## src/rtl/core_types_pkg.sv

```systemverilog
// core_types_pkg: return address stack geometry and shared checkpoint types
package core_types_pkg;
  localparam int RAS_DEPTH = 8;
  localparam int RAS_TARGET_WIDTH = 12;
  localparam int LOG_RAS_DEPTH = $clog2(RAS_DEPTH);
  typedef logic [LOG_RAS_DEPTH-1:0] ras_index_t;
  typedef logic [LOG_RAS_DEPTH:0] ras_count_t;
  typedef logic [RAS_TARGET_WIDTH-1:0] ras_target_t;
endpackage

```

## src/rtl/ras_stack.sv

```systemverilog
// ras_stack: circular return address stack with checkpoint/restore for mispredict repair
//   CLK/RST: clock, synchronous active-high reset
//   push_valid/push_target, pop_valid: predicted call/return updates
//   top_target/top_valid: registered top-of-stack view for fetch
//   ckpt_index/ckpt_count (+ckpt_target): snapshot carried with each prediction
//   restore_valid/restore_index/restore_count (+restore_target): snapshot replay
//   RAS_REPAIR_TOP_EN adds ckpt_target/restore_target to repair a clobbered top entry
module ras_stack
  import core_types_pkg::*;
(
  input  logic        CLK,
  input  logic        RST,
  input  logic        push_valid,
  input  ras_target_t push_target,
  input  logic        pop_valid,
  output ras_target_t top_target,
  output logic        top_valid,
  output ras_index_t  ckpt_index,
  output ras_count_t  ckpt_count,
`ifdef RAS_REPAIR_TOP_EN
  output ras_target_t ckpt_target,
  input  ras_target_t restore_target,
`endif
  input  logic        restore_valid,
  input  ras_index_t  restore_index,
  input  ras_count_t  restore_count
);
  localparam ras_count_t FULL = ras_count_t'(RAS_DEPTH);
  ras_target_t stack [RAS_DEPTH];
  ras_index_t tos;
  ras_count_t count;
  ras_index_t tos_inc;
  ras_index_t tos_dec;
  always_comb begin
    tos_inc = tos + 1'b1;
    tos_dec = tos - 1'b1;
  end
  always_ff @(posedge CLK) begin
    if (RST) begin
      tos <= '0;
      count <= '0;
      stack <= '{default: '0};
    end else if (restore_valid) begin
      tos <= restore_index;
      count <= restore_count;
`ifdef RAS_REPAIR_TOP_EN
      stack[restore_index] <= restore_target;
`endif
    end else if (push_valid && pop_valid) begin
      stack[tos] <= push_target;
    end else if (push_valid) begin
      tos <= tos_inc;
      stack[tos_inc] <= push_target;
      count <= (count == FULL) ? count : count + 1'b1;
    end else if (pop_valid) begin
      tos <= tos_dec;
      count <= (count == '0) ? count : count - 1'b1;
    end
  end
  assign top_target = stack[tos];
  assign top_valid = count != '0;
  assign ckpt_index = tos;
  assign ckpt_count = count;
`ifdef RAS_REPAIR_TOP_EN
  assign ckpt_target = stack[tos];
`endif
endmodule

```

## config.mk

```make
export PLATFORM = sky130hd
export DESIGN_NAME = ras_stack
export DESIGN_NICKNAME = d
export VERILOG_FILES = /design/src/rtl/core_types_pkg.sv /design/src/rtl/ras_stack.sv
export SDC_FILE = /design/constraint.sdc
export NUM_CORES = 1
export LEC_CHECK = 0
export ABC_AREA = 1
export ABC_CLOCK_PERIOD_IN_PS = 2500
export CORE_MARGIN = 3
export CORE_UTILIZATION = 55
export CTS_BUF_LIST = sky130_fd_sc_hd__clkbuf_4 sky130_fd_sc_hd__clkbuf_8 sky130_fd_sc_hd__clkbuf_16
export CTS_CLUSTER_SIZE = 28
export DETAILED_ROUTE_END_ITERATION = 6
export PLACE_DENSITY = 0.77
export SYNTH_ARGS = -nofsm -noshare
export SYNTH_HDL_FRONTEND = slang
export SYNTH_SLANG_ARGS = --single-unit
```

## constraint.sdc

```tcl
create_clock -name CLK -period 2.5 [get_ports CLK]
set_input_delay 0.375 -clock CLK [delete_from_list [all_inputs] [get_ports CLK]]
set_output_delay 0.375 -clock CLK [all_outputs]
set_load 0.03 [all_outputs]
```

==> impl_results.md <==
- Cell row count: 35
- Pre-Repair DR Iteration Count: 5
- Final worst slack: just over 100 ps
- Asr flop ratio synth: 0%
- Total inserted antenna cells: 0
- Wire length reported by the detailed router: around 15 mm
- Initial Util: about 58%
- Result of the run: finished, final reports clean
- Final setup violation count: 0
- Clock tree root driver cell: sky130_fd_sc_hd__clkbuf_8
- Drt wl/cell: 16.25 um
- Number of warnings issued by yosys: 0
- Share of the yosys chip area belonging to registers: a little under two fifths
- Endpoint arrival time on the critical path: approximately 2000 ps
- Die outline area: roughly 0.011 sq mm
- Worst setup path class: reg2out
- Upper clock frequency limit: roughly 420 MHz
- X dimension of the die: approximately 110 um
- Core area: around 0.0094 sq mm
- Pwr dens: ~600 mW/mm^2
- Post-route fraction of the period consumed by the critical path: a little over nine tenths
- Pins over their slew limit: 0
- VDD IR max: ~0.00029 V
- Max-cap viol count: 0
- Final core area utilization: 65.82%
- Initial antenna violation count: 0
- Post-synth EDFFs: 0
- Placed wire-length estimate after detailed placement: between 10 and 15 mm
- DRC violation total after the first TritonRoute iteration: ~500
- Crit. End Element: output port
- Main flop type after synthesis: sky130_fd_sc_hd__dfxtp_1
- Total global routing track utilization: about 28%
- Tot Pwr: approximately 0.0037 W
- Vias after detailed routing: 5570
- Syn avg cell area: 6.962 sq um
- Final count of hold timing violations: 0
- Data required time at the worst endpoint: ~2100 ps
- Highest-delay cell along the critical path: sky130_fd_sc_hd__dfxtp_4
- Sequential Area: 0.002068 sq mm
- Synthesized flop and latch total: around 100
- First-pass GRT wire length: ~25 mm
- Buffers from clock root to sink, at most: 2
- Post-route minimum period: about 2400 ps
- Post-Syn Instances: around 800
- Filler Cell Count: ~870
- Number of buffers inserted during clock tree synthesis: 9
- DP Worst Slack: between 100 and 150 ps
- Die outline height: 105.4 um
- Number of placed I/O pins: 44
- Biggest cell delay along the critical path: 380 ps
- Maximum fanout along the worst path: 6
- GPL Wtd Cong: 0.8922
- Number of buffers added on ports: 43
- Vias per std cell: slightly below 6
- Worst-case clock skew: 11.35 ps
- Register clock-pin slew on the reported worst setup and hold paths: ~100 ps
- Total Neg Setup Slack: 0 ps
- Worst-margin pin slew: 570.6 ps
- P&R area growth vs syn: 14.12%
- Class of the worst hold path: reg2reg
- Max_slew headroom: between 60 and 70%
- Quantity of hold-fixing buffers added after cts: 0
- H-tree depth: 3
- Leakage power summed over all cells: between 2 and 2.5 nW
- # clock sinks: between 100 and 150
- Unique masters post-synth: 31
- Largest net degree at the start of global routing: 74
- Clock insertion delay at the later pin of the skew report: between 300 and 400 ps
- Cell Area, Synth: around 0.0054 sq mm
- Nature of the critical path startpoint: flip-flop
- Most frequent cells in the layout: sky130_fd_sc_hd__a21oi_1 (119), sky130_fd_sc_hd__nor2_1 (117), sky130_fd_sc_hd__nand2_1 (114)
- DRT antenna net count: 0
- Final net count: about 850
- Residual DRC count: 0
- Vias in the first global route: between 5k and 6k
- Crit-path cells: nand3_1 > clkinvlp_4 > buf_4 > a22oi_1 > nand4_1 > dlygate4sd2_1
- Most frequent standard cell in the layout excluding fill and tap cells: sky130_fd_sc_hd__a21oi_1
- Multi-input logic area: 0.002756 sq mm
- Total congestion overflow: 0
- Unrepaired setup endpoints after global routing: no
- Clock tree from TritonCTS: yes
- Nets in the synthesized netlist: between 800 and 900
- Fraction of layout instances using a drive strength above 1: between 10% and 20%
worst max-delay path, delay by kind of cell (launching register included):
family	cells	cell delay [ps]
and+or+nand+nor	2	310
AOI/OAI and AO/OA	1	180
buffers and inverters	3	770
DFF	1	380
sequential cells by signal, summed over array words and instances (netlist names):
signal and flops:
stack 96, ckpt_count 4, ckpt_index 3
worst paths after layout:
path                       from             to  slack, ps  cells past startpoint
setup / recovery  ckpt_index[0]  top_target[1]        100                      6
hold / removal        stack[31]      stack[31]        490                      2
setup reg to reg  ckpt_index[0]      stack[32]        270                     12
hold reg to reg       stack[31]      stack[31]        490                      2
Yosys cell counts (2+ instances only):
master	count	share of area, %
sky130_fd_sc_hd__ha_1	4	0.92
sky130_fd_sc_hd__dfxtp_1	103	38
sky130_fd_sc_hd__nand2_2	4	0.46
sky130_fd_sc_hd__o21ai_1	41	3.8
sky130_fd_sc_hd__nand3_1	67	6.2
sky130_fd_sc_hd__nor2_1	117	8.1
sky130_fd_sc_hd__a22oi_1	5	0.69
sky130_fd_sc_hd__a21oi_4	8	2.4
sky130_fd_sc_hd__clkbuf_1	13	0.90
sky130_fd_sc_hd__o21ai_0	25	2.3
sky130_fd_sc_hd__buf_2	19	1.8
sky130_fd_sc_hd__nand4_1	26	3.0
sky130_fd_sc_hd__buf_4	14	1.9
sky130_fd_sc_hd__o22ai_1	12	1.4
sky130_fd_sc_hd__nand3_2	6	1.1
sky130_fd_sc_hd__inv_4	2	0.23
sky130_fd_sc_hd__buf_6	10	2.1
sky130_fd_sc_hd__inv_2	2	0.14
sky130_fd_sc_hd__a21oi_1	119	11
sky130_fd_sc_hd__inv_1	59	4.1
sky130_fd_sc_hd__nand2_1	114	7.9
stage by stage:
step	hold WS, ps	instance area [sq um]	instances
after floorplan	444.1	5430	780
after global placement	460.4	5979	930
after detailed placement	469.3	5979	930
after CTS	494.2	6191	949
after global routing	515.0	6197	954
final	491.3	6197	954
report_power, final:
part | internal [W] | leakage, nW | total (W) | switching [W]
sequential | 0.00172 | 0.839 | 0.00178 | 0.0000590
combinational | 0.000308 | 1.47 | 0.000870 | 0.000562
clock | 0.000410 | 0.0871 | 0.00100 | 0.000593
what timing repair did:
item,in CTS,in global routing
buffers inserted,3,5
setup endpoints to repair,11,12
resized for setup,19,18
hold endpoints to repair,0,0
metal layers:
metal	part of all wire, %	GRT usage [%]	wire length [um]	up-vias
met1	41	36.04	6369	2575
met2	48	46.81	7497	263
li1	-	-	-	2687
met5	0	0	0	-
met3	7.6	4.348	1180	45
met4	2.9	11.62	450	0
final cells by class:
class / count / share of cell area, %
Clock buffer: 11 / 2.342
Tap cell: 129 / 2.604
Inverter: 64 / 4.099
Timing Repair Buffer: 86 / 12.42
Sequential cell: 103 / 33.37
Clock inverter: 5 / 0.6865
Multi-Input combinational cell: 556 / 44.48
kinds of logic after synthesis:
| family | Yosys count | synth area share (%) |
|---|---|---|
| DFF | 103 | 37.97 |
| xor gates and xnor gates | 1 | 0.1613 |
| adders and majority gates | 5 | 1.290 |
| and+or+nand+nor | 337 | 27.35 |
| AOI/OAI and AO/OA | 213 | 21.96 |
| buffers and inverters | 121 | 11.27 |
No activity file was read; power rests on OpenSTA's default activity.
